### src/rtl/prog_seq_pkg.sv
// Shared state type, opcode constants and opcode helper for prog_sequencer.
// SINGLE_STEP_EN adds the PAUSE state to the state type.
package prog_seq_pkg;

    typedef enum logic [3:0] {
        StIdle,
        StFetch,
        StDecode,
        StFetchImm,
        StLoadImm,
        StIssue,
        StExec,
`ifdef SINGLE_STEP_EN
        StPause,
`endif
        StHalted,
        StError
    } seq_state_t;

    localparam logic [2:0]  OPC_MVI   = 3'b001;
    // All-ones; callers take the low DATA_W bits.
    localparam logic [31:0] HALT_WORD = 32'hFFFF_FFFF;

    function automatic logic [2:0] opcode_of(input logic [31:0] word, input int unsigned width);
        logic [31:0] sh;
        sh = word >> (width - 3);
        return sh[2:0];
    endfunction

endpackage

### src/rtl/done_watchdog.sv
// Counts EXEC cycles without Done; expired flags the enabled cycle that reaches TIMEOUT_CYC.
// Counter saturates instead of wrapping.
module done_watchdog #(
    parameter int unsigned TIMEOUT_CYC = 15
) (
    input  logic clk,
    input  logic rst,
    input  logic clear,
    input  logic enable,
    output logic expired
);

    localparam int unsigned   CW   = $clog2(TIMEOUT_CYC + 1);
    localparam logic [CW-1:0] SAT  = CW'(TIMEOUT_CYC);
    localparam logic [CW-1:0] LAST = CW'(TIMEOUT_CYC - 1);

    logic [CW-1:0] cnt_q;

    always_ff @(posedge clk or negedge rst) begin
        if (!rst) begin
            cnt_q <= '0;
        end else if (clear) begin
            cnt_q <= '0;
        end else if (enable && (cnt_q != SAT)) begin
            cnt_q <= cnt_q + CW'(1);
        end
    end

    // The current enabled cycle is the TIMEOUT_CYC-th one.
    assign expired = enable && (cnt_q >= LAST);

endmodule

### src/rtl/prog_sequencer.sv
// Feeds ROM instructions to the processor one at a time, waiting for Done between them.
// Optional SINGLE_STEP_EN adds a step input and a PAUSE state after each Done.
module prog_sequencer
    import prog_seq_pkg::*;
#(
    parameter int unsigned DATA_W      = 9,
    parameter int unsigned ADDR_W      = 5,
    parameter int unsigned ROM_DEPTH   = 32,
    parameter int unsigned TIMEOUT_CYC = 15
) (
    input  logic              clk,
    input  logic              rst,
    input  logic              go,
`ifdef SINGLE_STEP_EN
    input  logic              step,
`endif
    output logic [ADDR_W-1:0] rom_addr,
    input  logic [DATA_W-1:0] rom_data,
    output logic [DATA_W-1:0] DIN,
    output logic              run,
    input  logic              Done,
    output logic [ADDR_W-1:0] pc,
    output logic              busy,
    output logic              halted,
    output logic              err
);

    // One extra pc bit so that pc == ROM_DEPTH is representable.
    localparam logic [ADDR_W:0] PC_END = (ADDR_W + 1)'(ROM_DEPTH);

    seq_state_t        state_q;
    logic [ADDR_W:0]   pc_q;
    logic [DATA_W-1:0] instr_q;
    logic [DATA_W-1:0] imm_q;
    logic [DATA_W-1:0] din_q;
    logic              run_q;

    logic rom_is_halt;
    logic rom_is_mvi;
    logic instr_is_mvi;
    logic at_end;
    logic wd_clear;
    logic wd_enable;
    logic wd_expired;

    assign rom_is_halt  = (rom_data == HALT_WORD[DATA_W-1:0]);
    assign rom_is_mvi   = (opcode_of(32'(rom_data), DATA_W) == OPC_MVI);
    assign instr_is_mvi = (opcode_of(32'(instr_q), DATA_W) == OPC_MVI);
    assign at_end       = (pc_q == PC_END);
    assign wd_clear     = (state_q == StIssue);
    assign wd_enable    = (state_q == StExec);

    done_watchdog #(
        .TIMEOUT_CYC (TIMEOUT_CYC)
    ) u_watchdog (
        .clk     (clk),
        .rst     (rst),
        .clear   (wd_clear),
        .enable  (wd_enable),
        .expired (wd_expired)
    );

    always_ff @(posedge clk or negedge rst) begin
        if (!rst) begin
            state_q <= StIdle;
            pc_q    <= '0;
            instr_q <= '0;
            imm_q   <= '0;
            din_q   <= '0;
            run_q   <= 1'b0;
        end else begin
            run_q <= 1'b0;
            unique case (state_q)
                StIdle: begin
                    if (go) state_q <= StFetch;
                end
                StFetch: begin
                    state_q <= StDecode;
                end
                StDecode: begin
                    instr_q <= rom_data;
                    if (rom_is_halt) begin
                        state_q <= StHalted;
                        din_q   <= '0;
                    end else begin
                        pc_q <= pc_q + 1'b1;
                        if (rom_is_mvi) begin
                            state_q <= StFetchImm;
                        end else begin
                            state_q <= StIssue;
                            run_q   <= 1'b1;
                            din_q   <= rom_data;
                        end
                    end
                end
                StFetchImm: begin
                    // Immediate would lie past the last ROM word.
                    if (at_end) begin
                        state_q <= StError;
                        din_q   <= '0;
                    end else begin
                        state_q <= StLoadImm;
                    end
                end
                StLoadImm: begin
                    imm_q   <= rom_data;
                    pc_q    <= pc_q + 1'b1;
                    state_q <= StIssue;
                    run_q   <= 1'b1;
                    din_q   <= instr_q;
                end
                StIssue: begin
                    state_q <= StExec;
                    din_q   <= instr_is_mvi ? imm_q : instr_q;
                end
                StExec: begin
                    if (Done) begin
`ifdef SINGLE_STEP_EN
                        state_q <= StPause;
`else
                        if (at_end) begin
                            state_q <= StHalted;
                            din_q   <= '0;
                        end else begin
                            state_q <= StFetch;
                        end
`endif
                    end else if (wd_expired) begin
                        state_q <= StError;
                        din_q   <= '0;
                    end
                end
`ifdef SINGLE_STEP_EN
                StPause: begin
                    if (step) begin
                        if (at_end) begin
                            state_q <= StHalted;
                            din_q   <= '0;
                        end else begin
                            state_q <= StFetch;
                        end
                    end
                end
`endif
                StHalted, StError: begin
                    if (go) begin
                        pc_q    <= '0;
                        state_q <= StFetch;
                    end
                end
                default: begin
                    state_q <= StIdle;
                    din_q   <= '0;
                end
            endcase
        end
    end

    assign rom_addr = pc_q[ADDR_W-1:0];
    assign pc       = pc_q[ADDR_W-1:0];
    assign DIN      = din_q;
    assign run      = run_q;
    assign busy     = !(state_q inside {StIdle, StHalted, StError});
    assign halted   = (state_q == StHalted);
    assign err      = (state_q == StError);

endmodule

### config.mk
export PLATFORM = sky130hd
export DESIGN_NAME = prog_sequencer
export DESIGN_NICKNAME = d
export VERILOG_FILES = /design/src/rtl/prog_seq_pkg.sv /design/src/rtl/done_watchdog.sv /design/src/rtl/prog_sequencer.sv
export SDC_FILE = /design/constraint.sdc
export NUM_CORES = 1
export LEC_CHECK = 0
export CORE_ASPECT_RATIO = 2
export CORE_MARGIN = 2
export CORE_UTILIZATION = 40
export DETAILED_ROUTE_END_ITERATION = 6
export MAX_ROUTING_LAYER = met4
export PLACE_DENSITY_LB_ADDON = 0.15
export SKIP_LAST_GASP = 1
export SLEW_MARGIN = 20
export SYNTH_ARGS = -nofsm -noshare
export SYNTH_HDL_FRONTEND = slang
export SYNTH_SLANG_ARGS = --single-unit
export TNS_END_PERCENT = 30
### constraint.sdc
create_clock -name clk -period 1.7 [get_ports clk]
set_input_delay 0.34 -clock clk [delete_from_list [all_inputs] [get_ports clk]]
set_output_delay 0.34 -clock clk [all_outputs]
set_load 0.01 [all_outputs]
==> flow_summary_export.csv, run 1 <==
group,metric,value,unit
global_route,grt.total_usage,21.7,%
clock_network,cts_tree,"built",
setup_path,ff2ff_path_depth,6,
layout,fin_cells,368,
synth,synth-main-ff-cell,"dfrtp_1",
setup_path,reg2reg_from,"state_q[2]",
synth,synth_area_leaders,"dfrtp_1 (46%), nand2_1 (4.9%), mux2_2 (4.4%)",
die,ios,36,
run,cap_violations,0,
timing,fin_ws,-0.149,ns
drt,vias,2038,
power,irDropWorstVdd,1.45,mV
layout,drive_gt1_share,35.8,%
timing,final.period_utilization,109,%
layout,area_delta_synth_final,47.8,%
global_route,grt_pass1_vias,2197,
timing,tightest_slew,0.546,ns
placement,dpl.cell_count,348,
timing,setup_tns,-1.22,ns
setup_path,path_max_fanout,5,
die,core_area,0.00566,mm2
synth,syn_area,0.00231,mm2
die,start_util,40.8,%
run_status,status,"finished, violations left",
timing,setup_viol,23,
setup_path,arrival,2.01,ns
synth,ys_seq_area_share,45.5,%
drt,detail-route-antenna-nets,0,
setup_path,endpoint,"DIN[7]",
timing,whs,0.125,ns
setup_path,r2r_slack,-0.12,ns
layout,final-seq-area,0.00105,mm2
clock_network,clock_path_buffers,2,
placement,pre_cts_ws,-0.417,ns
die,rows,39,
clock_network,cts_sinks,42,
global_route,grt.overflow.total,0,
clock_network,cts_root_buffer,"clkbuf_16",
layout,multi_input_area,0.00124,mm2
placement,gp_congestion,0.840,
synth,synth_edf_count,0,
timing,fin_skew,0.00463,ns
min_path,min_path_type,"input pin to async pin",
setup_path,required,1.86,ns
timing,relSlewSlack,63.6,%
power,cellLeakagePower,1.54,nW
layout,fillCellCount,475,
run_status,violations,"negative setup slack",
synth,avgSynthCellArea,10.3,um2
clock_network,cts-buffers-inserted,5,
synth,synthDistinctLibCells,51,
clock_network,clk_latency,0.28,ns
global_route,grt_max_degree,43,
setup_path,crit_start,"rom_data[5]",
setup_path,start_kind,"input pin",
layout,nNetsFinal,323,
placement,place_hpwl,4490,um
setup_path,cp-end-kind,"flop",
power,power,0.00672,W
timing,final_max_slew_viol_count,0,
drt,drt_first_pass_iters,4,
global_route,grt_pass1_wl,10500,um
synth,syn_nets,241,
synth,yosys_warnings,0,
global_route,antenna_found_initial,0,
synth,synth.top_cell.area_share,45.5,%
setup_path,r2r-end,"state_q[1]",
synth,synth.most_common_cell,"dfrtp_1",
synth,yosys.area.top_type,"dfrtp_1",
synth,ys_top_cells_by_count,"dfrtp_1 (42), nand2_1 (30), nor2_1 (14)",
timing,hold_violations,0,
synth,netlist_instances,224,
timing,max_freq,541,MHz
layout,insertedDiodeCount,0,
die,die_area,0.00643,mm2
synth,yosys_register_bits,42,
drt,routed_wl,6480,um
drt,viasPerCell,5.54,
clock_network,htree_levels,2,
die,die_w,57.7,um
power,power_density,1970,mW/mm2
die,die_h,111,um
timing,rsz0062_at_grt,"yes",
setup_path,criticalPathCategory,"input pin to flop",
placement,io_buffers,35,
clock_network,cts.clk_slew.worst_paths,0.06,ns
drt,initialDrtViolationCount,48,
drt,wl_per_cell,17.6,um
drt,drc_errors,0,
timing,fin_crit,1.85,ns
synth,async_flop_share,100,%
==> flip-flops by register name, summed over array words and instances (netlist names) <==
signal,cells
imm_q,9
instr_q,9
u_watchdog.cnt_q,4
run,1
pc_q,6
DIN,9
state_q,4
==> kinds of logic (layout without fill, tap and decap cells) <==
logic type | after synthesis | after routing | synth area share [%]
buffers and inverters | 27 | 110 | 6.77
adders and majority gates | 4 | 4 | 2.17
xor gates and xnor gates | 7 | 7 | 2.65
muxes | 16 | 16 | 7.42
and+or+nand+nor | 80 | 80 | 20.7
DFF | 42 | 42 | 45.5
AOI/OAI and AO/OA | 48 | 48 | 14.8
==> layout by cell type (no fill, tap or decap), types with 7 or more instances in the layout <==
cell type        count
a22o_1               7
buf_4               51
buf_6                9
clkdlybuf4s50_1     28
dfrtp_1             39
mux2_2               9
mux2i_1              7
nand2_1             29
nor2_1              14
==> critical path, cell delays in order <==
cell	delay, ns
clkdlybuf4s50_1	0.48
nand4_1	0.17
o31a_1	0.37
buf_4	0.18
buf_4	0.13
a221o_1	0.34
==> through the flow <==
step                util (%)  cell area (um2)
finish                  60.3             3410
global route            60.3             3410
CTS                     58.7             3320
detailed placement      52.7             2980
global placement        52.7             2980
floorplan                  -             2340
==> worst min path at each step <==
| stage | startpoint | end | slack [ns] | cells past startpoint |
|---|---|---|---|---|
| 4_1_cts | rst | pc_q[1] | 0.14 | 2 |
| 3_5_place_dp | rst | pc_q[3] | 0.44 | 2 |
| 6_report | rst | pc_q[3] | 0.13 | 2 |
| 2_1_floorplan | rst | DIN[0] | 0.04 | 0 |
| 5_1_grt | rst | pc_q[1] | 0.17 | 2 |
| 3_3_place_gp | rst | pc_q[3] | 0.45 | 2 |
==> cell type report <==
type                       count  area share [%]
clock inverter                 3            1.17
inverter                       6           0.660
clock buffer                   5            3.67
timing repair buffer          96            24.9
multi-input combinational    155            36.5
sequential                    42            30.9
tap                           61            2.24
==> routing by layer <==
| layer | vias up | routed length (um) | GRT usage [%] |
|---|---|---|---|
| met5 | - | 0 | - |
| met4 | 0 | 278 | 10.4 |
| met3 | 21 | 147 | 2.32 |
| met2 | 38 | 3600 | 38.6 |
| met1 | 1015 | 2450 | 23.0 |
| li1 | 964 | - | - |
==> power by group <==
| part | switching (W) | total [W] | internal (W) | leakage, nW |
|---|---|---|---|---|
| Sequential | 0.000315 | 0.00179 | 0.00148 | 0.527 |
| Combinational | 0.00179 | 0.00387 | 0.00209 | 0.934 |
| Clock | 0.000369 | 0.00106 | 0.000687 | 0.0836 |
| Total | 0.00247 | 0.00672 | 0.00425 | 1.54 |
==> what timing repair did <==
item	4_1_cts	5_1_grt
hold buffers	0	0
gates resized for setup	26	23
pin swaps	10	7
endpoints found under the hold margin	0	0
endpoints found under the setup margin	29	43
buffers inserted	10	2
cloned	1	0
Note: power is estimated with default switching activity, not from simulation.
==> run 2: changes to the inputs <==
--- a/config.mk
+++ b/config.mk
@@ -5,7 +5,7 @@
 export SDC_FILE = /design/constraint.sdc
 export NUM_CORES = 1
 export LEC_CHECK = 0
-export CORE_ASPECT_RATIO = 2
+export CORE_ASPECT_RATIO = 0.9
 export CORE_MARGIN = 2
 export CORE_UTILIZATION = 40
 export DETAILED_ROUTE_END_ITERATION = 6
==> flow_summary_export.csv, run 2 (synthesis results as in run 1) <==
group,metric,value,unit
global_route,grt_pass1_vias,1945,
timing,relSlewSlack,63.7,%
layout,nNetsFinal,325,
layout,final-seq-area,0.00105,mm2
timing,final_max_slew_viol_count,0,
setup_path,critical-path-top-delay-family,"simple AND/OR/NAND/NOR gates",
timing,setup_tns,-2.21,ns
drt,wl_per_cell,15.2,um
drt,drt_first_pass_iters,4,
timing,fin_skew,0.0104,ns
setup_path,path_cells,"buf_6 -> nor4b_4 -> buf_4 -> a21oi_2 -> nand3_2 -> or2_4 -> a221o_1",
setup_path,path_max_fanout,8,
clock_network,clock_path_buffers,2,
global_route,grt.overflow.total,0,
timing,hold_violations,0,
global_route,grt_max_degree,43,
drt,initialDrtViolationCount,69,
setup_path,r2r-end,"DIN[7]",
min_path,min_path_type,"input pin to async pin",
global_route,grt.total_usage,19.8,%
layout,area_delta_synth_final,45.3,%
run_status,violations,"negative setup slack",
die,rows,26,
power,power_density,1910,mW/mm2
setup_path,cp.buffers_inverters,2,
timing,fin_ws,-0.160,ns
global_route,grt_pass1_wl,9760,um
setup_path,reg2reg_from,"state_q[1]",
setup_path,arrival,2.05,ns
drt,drc_errors,0,
layout,drive_gt1_share,34.6,%
clock_network,cts_sinks,42,
clock_network,cts_tree,"built",
setup_path,cp_slowest_stage_delay,0.45,ns
timing,final.period_utilization,109,%
timing,max_freq,538,MHz
setup_path,criticalPathCategory,"flop to flop",
die,ios,36,
power,power,0.00641,W
setup_path,critPathSlowestCell,"dfrtp_2",
placement,gp_congestion,0.792,
placement,dpl.cell_count,361,
run_status,status,"finished, violations left",
clock_network,htree_levels,2,
drt,detail-route-antenna-nets,0,
die,die_h,76.1,um
global_route,antenna_found_initial,0,
timing,rsz0062_at_grt,"yes",
power,irDropWorstVdd,0.889,mV
clock_network,cts-buffers-inserted,5,
clock_network,cts_root_buffer,"clkbuf_8",
die,die_area,0.00640,mm2
setup_path,r2r_slack,-0.16,ns
die,start_util,41.0,%
timing,fin_crit,1.86,ns
timing,tightest_slew,0.544,ns
clock_network,clk_latency,0.30,ns
placement,io_buffers,35,
layout,layout_commonest_cell,"buf_4",
setup_path,start_kind,"flop",
setup_path,cp-end-kind,"flop",
run,cap_violations,0,
layout,fin_cells,379,
setup_path,ff2ff_path_depth,7,
drt,routed_wl,5770,um
layout,final_cell_mix,"buf_4 (56), dfrtp_1 (39), nand2_1 (30), clkdlybuf4s50_1 (30), nor2_1 (14)",
die,die_w,84.1,um
timing,setup_viol,28,
layout,insertedDiodeCount,0,
clock_network,cts_hold_buf,0,
layout,fillCellCount,485,
placement,place_hpwl,4100,um
layout,multi_input_area,0.00119,mm2
die,core_area,0.00563,mm2
setup_path,required,1.89,ns
clock_network,cts.clk_slew.worst_paths,0.09,ns
drt,viasPerCell,5.27,
drt,vias,1999,
power,cellLeakagePower,1.52,nW
==> run 2: changes by cell type in the layout (fill, tap and decap cells not counted), sizes merged <==
cell           delta
dlygate4sd2       -4
clkdlybuf4s15     +3
clkdlybuf4s50     +2
clkinv            -2
buf               +1
bufinv            +1
dlymetal6s2s      +1
==> run 2: area by class of cell <==
type	count	area share, %
flip-flops and latches	42	31.4
well taps	70	2.61
clock buffers	6	2.46
multi-input cells	155	35.5
repair buffers	98	25.6
inverters	6	0.671
clock inverters	2	1.79
==> run 2: what timing repair did <==
| item | 4_1_cts | 5_1_grt |
|---|---|---|
| buffers inserted | 6 | 4 |
| resized for setup | 16 | 16 |
| pin swaps | 4 | 7 |
| setup endpoints to repair | 31 | 46 |
==> run 2: through the flow <==
stage	instance area (um2)	setup WS, ns	hold slack (ns)	utilization, %
after floorplan	2340	-0.0452	0.0444	-
after global placement	3020	-0.397	0.457	53.7
after detailed placement	3020	-0.442	0.451	53.7
after CTS	3240	-0.122	0.117	57.6
after global routing	3360	-0.208	0.135	59.6
final	3360	-0.160	0.0936	59.6
==> run 2: report_power, final <==
| group | switching [W] | internal (W) |
|---|---|---|
| Sequential | 0.000292 | 0.00147 |
| Clock | 0.000358 | 0.000627 |
| Combinational | 0.00167 | 0.00200 |
| Total | 0.00232 | 0.00410 |
==> run 2: layer usage <==
metal / up-vias / global-route usage, % / share of wire, % / wire length (um)
met2: 39 / 29.7 / 47 / 2720
met3: 9 / 4.44 / 3.1 / 180
met1: 979 / 26.8 / 48 / 2770
li1: 972 / - / - / -
met4: 0 / 6.61 / 1.6 / 94
met5: - / - / 0 / 0
==> run 2: worst max path at each step <==
stage	from	to	slack, ns	depth (start not counted)
floorplan	state_q[2]	DIN[7]	-0.05	7
global placement	rom_data[7]	DIN[7]	-0.40	6
detailed placement	rom_data[7]	DIN[7]	-0.44	6
CTS	state_q[3]	pc_q[5]	-0.12	7
global route	state_q[3]	pc_q[5]	-0.21	7
finish	state_q[1]	DIN[7]	-0.16	7
